### src/rtl/pipe_stage_reg.sv
// pipe_stage_reg: elastic pipeline-stage register with a valid/ready handshake,
// stall (backpressure), synchronous flush and an optional 2-entry skid buffer.
//
// Parameters:
//   WIDTH     - payload width in bits
//   SKID      - 0: single register, combinational ready_o
//               1: two-entry skid buffer, ready_o decoded from registered state
//   RESET_VAL - value presented on data_o after reset
//
// Ports:
//   clk_i       - clock, rising edge
//   rst_i       - synchronous active-high reset (takes priority over flush_i)
//   valid_i     - upstream payload valid
//   ready_o     - this stage can accept a payload
//   data_i      - upstream payload
//   flush_i     - squash every held entry; a same-edge input is discarded
//   valid_o     - data_o holds a valid payload
//   ready_i     - downstream accepts (0 = stall)
//   data_o      - payload to downstream
//   occupancy_o - number of held entries (0..2)
module pipe_stage_reg #(
  parameter int unsigned      WIDTH     = 32,
  parameter int unsigned      SKID      = 1,
  parameter logic [WIDTH-1:0] RESET_VAL = '0
) (
  input  logic             clk_i,
  input  logic             rst_i,
  input  logic             valid_i,
  output logic             ready_o,
  input  logic [WIDTH-1:0] data_i,
  input  logic             flush_i,
  output logic             valid_o,
  input  logic             ready_i,
  output logic [WIDTH-1:0] data_o,
  output logic [1:0]       occupancy_o
);

  if (SKID != 0) begin : g_skid

    // Encoding matches the entry count so occupancy_o is the state itself.
    typedef enum logic [1:0] {
      EMPTY = 2'd0,
      ONE   = 2'd1,
      FULL  = 2'd2
    } state_t;

    state_t           state_q, state_d;
    logic [WIDTH-1:0] main_q, skid_q;
    logic             ready, valid;
    logic             in_xfer, out_xfer;
    logic             load_main_in, load_main_skid, load_skid;

    // State register and datapath.
    always_ff @(posedge clk_i) begin
      if (rst_i) begin
        state_q <= EMPTY;
        main_q  <= RESET_VAL;
        skid_q  <= RESET_VAL;
      end else begin
        state_q <= state_d;
        if (load_main_in) begin
          main_q <= data_i;
        end else if (load_main_skid) begin
          main_q <= skid_q;
        end
        if (load_skid) begin
          skid_q <= data_i;
        end
      end
    end

    // Next-state logic. Flush empties the buffer and suppresses every load,
    // which discards a same-edge input; a same-edge output is simply consumed.
    always_comb begin
      state_d        = state_q;
      load_main_in   = 1'b0;
      load_main_skid = 1'b0;
      load_skid      = 1'b0;
      if (flush_i) begin
        state_d = EMPTY;
      end else begin
        unique case (state_q)
          EMPTY: begin
            if (in_xfer) begin
              load_main_in = 1'b1;
              state_d      = ONE;
            end
          end
          ONE: begin
            if (in_xfer && out_xfer) begin
              load_main_in = 1'b1;
            end else if (in_xfer) begin
              load_skid = 1'b1;
              state_d   = FULL;
            end else if (out_xfer) begin
              state_d = EMPTY;
            end
          end
          FULL: begin
            if (out_xfer) begin
              load_main_skid = 1'b1;
              state_d        = ONE;
            end
          end
          default: state_d = EMPTY;
        endcase
      end
    end

    // Outputs depend only on registered state, so ready_o never sees ready_i.
    always_comb begin
      ready    = (state_q != FULL);
      valid    = (state_q != EMPTY);
      in_xfer  = valid_i && ready;
      out_xfer = valid && ready_i;
    end

    assign ready_o     = ready;
    assign valid_o     = valid;
    assign data_o      = main_q;
    assign occupancy_o = state_q;

  end else begin : g_flop

    logic             valid_q;
    logic [WIDTH-1:0] data_q;
    logic             ready;

    assign ready = !valid_q || ready_i;

    always_ff @(posedge clk_i) begin
      if (rst_i) begin
        valid_q <= 1'b0;
        data_q  <= RESET_VAL;
      end else if (flush_i) begin
        valid_q <= 1'b0;
      end else if (ready) begin
        valid_q <= valid_i;
        if (valid_i) begin
          data_q <= data_i;
        end
      end
    end

    assign ready_o     = ready;
    assign valid_o     = valid_q;
    assign data_o      = data_q;
    assign occupancy_o = {1'b0, valid_q};

  end

endmodule

### config.mk
export PLATFORM = sky130hd
export DESIGN_NAME = pipe_stage_reg
export DESIGN_NICKNAME = d
export VERILOG_FILES = /design/src/rtl/pipe_stage_reg.sv
export SDC_FILE = /design/constraint.sdc
export NUM_CORES = 1
export LEC_CHECK = 0
export BUFFER_PORTS_ARGS = -buffer_cell sky130_fd_sc_hd__buf_2
export CAP_MARGIN = 25
export CORE_AREA = 5 5 85 87
export DETAILED_ROUTE_END_ITERATION = 8
export DIE_AREA = 0 0 90 92
export MAX_ROUTING_LAYER = met4
export PLACE_DENSITY = 0.73
export SYNTH_ARGS = -nofsm -noshare
export SYNTH_HDL_FRONTEND = slang
export SYNTH_SLANG_ARGS = --single-unit
### constraint.sdc
create_clock -name clk_i -period 1.5 [get_ports clk_i]
set_input_delay 0.3 -clock clk_i [delete_from_list [all_inputs] [get_ports clk_i]]
set_output_delay 0.3 -clock clk_i [all_outputs]
set_load 0.05 [all_outputs]
==> impl_metrics.ini <==
[power_and_ir_drop]
vdd_drop_max_mv = 0.697
power.total_mw = 4.10
powerDensity_nw_per_um2 = 1110
power.leakage_nw = 1.38

[cts]
clock_tree_sinks = 66
cts.path.max_buffers = 2
cts-buffers-inserted = 9
cts_tree = built
cts_hold_repair.buffers = 0
clock_tree.root_cell = sky130_fd_sc_hd__clkbuf_8
clk-insertion-delay-late_ns = 0.34
post_cts.repair.setup_buffers = 0
worst_path_clk_slew_ns = 0.08
htree_num_levels = 3

[sta]
timing.fmax_mhz = 688
worst_clock_skew_ns = 0.00803
final_period_minus_worst_setup_slack_ns = 1.45
final_max_slew_viol_count = 0
whs_ns = 0.220
period_share_pct = 96.9
fin_ws_ns = 0.0472
actual_transition_at_the_worst_max_transition_pin_ns = 0.342
final_hold_viol_count = 0
fin_setup_tns_ns = 0
grt_setup_unrepaired = true
worst_slew_margin_rel_pct = 76.6
setup_viol_count_final = 0

[global_route]
grt.overflow.total = 0
grt_pass1_vias = 2636
grt_start_max_net_pins = 67
grtUsageTotal_pct = 18.4
first_pass_grt_wire_length_um = 12500
antenna_found_initial = 0

[setup_path]
crit_slowest_cell = sky130_fd_sc_hd__dfxtp_4
reg2reg_from = occupancy_o[1]
ff_to_ff_path_depth = 4
critical_path.endpoint_type = primary output
max_stage_delay_ns = 0.37
required_ns = 1.20
ff2ff_setup_slack_ns = 0.08
crit_fanout = 7
start_kind = flip-flop
worstReg2RegEnd = data_o[14]
cell_by_cell_trace_of_the_critical_path = or2_2, buf_6
crit_arrival_ns = 1.15
setup.worst_path.class = flip-flop to primary output

[detailed_routing]
route.final.wire_length_um = 7660
detail-route-antenna-nets = 0
drcViolationCount = 0
wl_per_cell_um = 15.5
vias = 2815
drtIter0Drc = 183
vias_per_cell = 5.69
first_pass_iters = 4

[logic_synthesis]
combinational_family_with_the_most_area_after_synthesis = simple AND/OR/NAND/NOR gates
synth_fa_ha_area_share_pct = 0
synth.area.top_cells = sky130_fd_sc_hd__dfxtp_1, sky130_fd_sc_hd__a311oi_1, sky130_fd_sc_hd__nand2_1, sky130_fd_sc_hd__a21oi_1, sky130_fd_sc_hd__nand3_1
synth.distinct_cells = 26
synth-compound-area-share_pct = 21.6
fraction_of_the_yosys_area_taken_by_sequential_cells_pct = 46.0
synth_largest_type_area_fraction_pct = 46.0
syn_avg_cell_area_um2 = 8.29
post_synth_and_or_nand_nor_area_fraction_pct = 23.6
yosysWarnings = 0
syn-cell-area_um2 = 2880
synth_top_area_cell = sky130_fd_sc_hd__dfxtp_1
synth_xor_area_share_pct = 0
synth_seq_cells = 66
cells_after_synthesis = 347
syn_nets = 384
synth_mux_area_share_pct = 0.348

[min_path]
holdCritPathClass = input port to flip-flop
hold_end = g_skid.skid_q[22]
timing.hold.worst_path_depth = 3
hp-start = data_i[22]

[place]
place.gp.congestion = 0.806
placedInstanceArea_um2 = 3330
place.detailed.hpwl_um = 4850
dpl_worst_slack_ns = -0.0157
io_buffers = 72

[layout]
syn2layout_area_growth_pct = 28.6
post_route_cells_drive_above_1_share_pct = 32.8
design.final.nets = 450
diodes = 0
finish.instance_area_um2 = 3700

[run]
max_cap_violations = 0

[floorplan]
design.portCount = 73
dieWidth_um = 90
floorplan.initialDensity_pct = 45.8
die_area_um2 = 8280
core_um2 = 6280
placement_rows = 29
die_height_um = 92

[run_status]
outcome = finished clean
state kept, by name (all words and copies together), names as in the netlist:
signal and flops:
data_o 32, g_skid.skid_q 32, occupancy_o 2
how the worst max path moves through the flow:
stage                         startpoint                end  slack (ns)  depth (start not counted)
final                     occupancy_o[1]            valid_o        0.05                          2
after global routing      occupancy_o[1]         data_o[14]      -0.008                          4
after CTS                 occupancy_o[1]  g_skid.skid_q[23]       0.009                          4
after detailed placement         flush_i         data_o[19]       -0.02                          5
after global placement           flush_i         data_o[29]        0.02                          5
after floorplan           occupancy_o[1]          data_o[0]      -0.003                          6
per-layer routing:
layer	share of wire, %	wire, µm	vias up	track usage [%]
li1	-	-	1391	-
met1	45	3470	1329	23.5
met2	48	3660	86	28.4
met3	5.6	426	9	4.17
met4	1.2	95	0	7.44
met5	0	0	-	-
worst max-delay path: cells and delay by family, from the launching register on:
kind                   cells  cell delay (ns)
flip-flops                 1             0.37
AND/OR/NAND/NOR            1             0.30
buffers and inverters      1             0.16
cells by family after synthesis:
kind of cell	count (synthesis)
compound gates	99
buf+inv	39
flops	66
mux	1
simple gates	142
power breakdown:
part           switching [mW]  internal (mW)  total (mW)
Combinational           0.469          0.203       0.672
Clock                   0.665          0.909        1.57
Sequential             0.0345           1.82        1.86
synth_stat cells:
library cell / count
sky130_fd_sc_hd__nand4bb_1: 1
sky130_fd_sc_hd__mux2i_1: 1
sky130_fd_sc_hd__a21oi_1: 33
sky130_fd_sc_hd__or3b_2: 1
sky130_fd_sc_hd__clkbuf_1: 8
sky130_fd_sc_hd__nor2_1: 2
sky130_fd_sc_hd__nand3b_1: 1
sky130_fd_sc_hd__buf_1: 3
sky130_fd_sc_hd__o21a_1: 1
sky130_fd_sc_hd__nor2b_1: 1
sky130_fd_sc_hd__nand2b_1: 2
sky130_fd_sc_hd__buf_4: 5
sky130_fd_sc_hd__a2111oi_0: 1
sky130_fd_sc_hd__nor3_1: 30
sky130_fd_sc_hd__nand2_1: 66
sky130_fd_sc_hd__nor3_2: 2
sky130_fd_sc_hd__and4bb_2: 1
sky130_fd_sc_hd__buf_6: 8
sky130_fd_sc_hd__nand3_1: 32
sky130_fd_sc_hd__nor3b_4: 1
sky130_fd_sc_hd__dfxtp_1: 66
sky130_fd_sc_hd__buf_2: 15
sky130_fd_sc_hd__a311oi_1: 32
sky130_fd_sc_hd__o21ai_1: 32
sky130_fd_sc_hd__or3b_1: 1
sky130_fd_sc_hd__or2_2: 1
area by class of cell:
class / count / area [µm²]
Fill cell: 560 / 2580
Multi-Input combinational cell: 242 / 1430
Tap cell: 77 / 96.3
Timing Repair Buffer: 94 / 636
Clock buffer: 12 / 166
Clock inverter: 4 / 47.5
Sequential cell: 66 / 1330
metrics by stage:
stage	instances	utilization [%]
global route	495	58.9
detailed placement	478	53.1
finish	495	58.9
floorplan	347	-
CTS	494	56.5
global placement	478	53.1
layout by cell type (no fill, tap or decap), drive strengths merged, types with 2 or more instances in the layout:
cell type / synthesis / final
clkinv: 0 / 2
a21oi: 33 / 33
nor3: 32 / 32
buf: 31 / 93
dfxtp: 66 / 66
or3b: 2 / 2
o21ai: 32 / 32
nand2b: 2 / 2
clkbuf: 8 / 13
a311oi: 32 / 32
nand2: 66 / 66
nor2: 2 / 2
nand3: 32 / 32
repair_timing:
| item | CTS | global route |
|---|---|---|
| gates resized for setup | 1 | 24 |
| endpoints found under the setup margin | 1 | 35 |
| gates cloned | 0 | 1 |
Note: power is estimated with default switching activity, not from simulation.
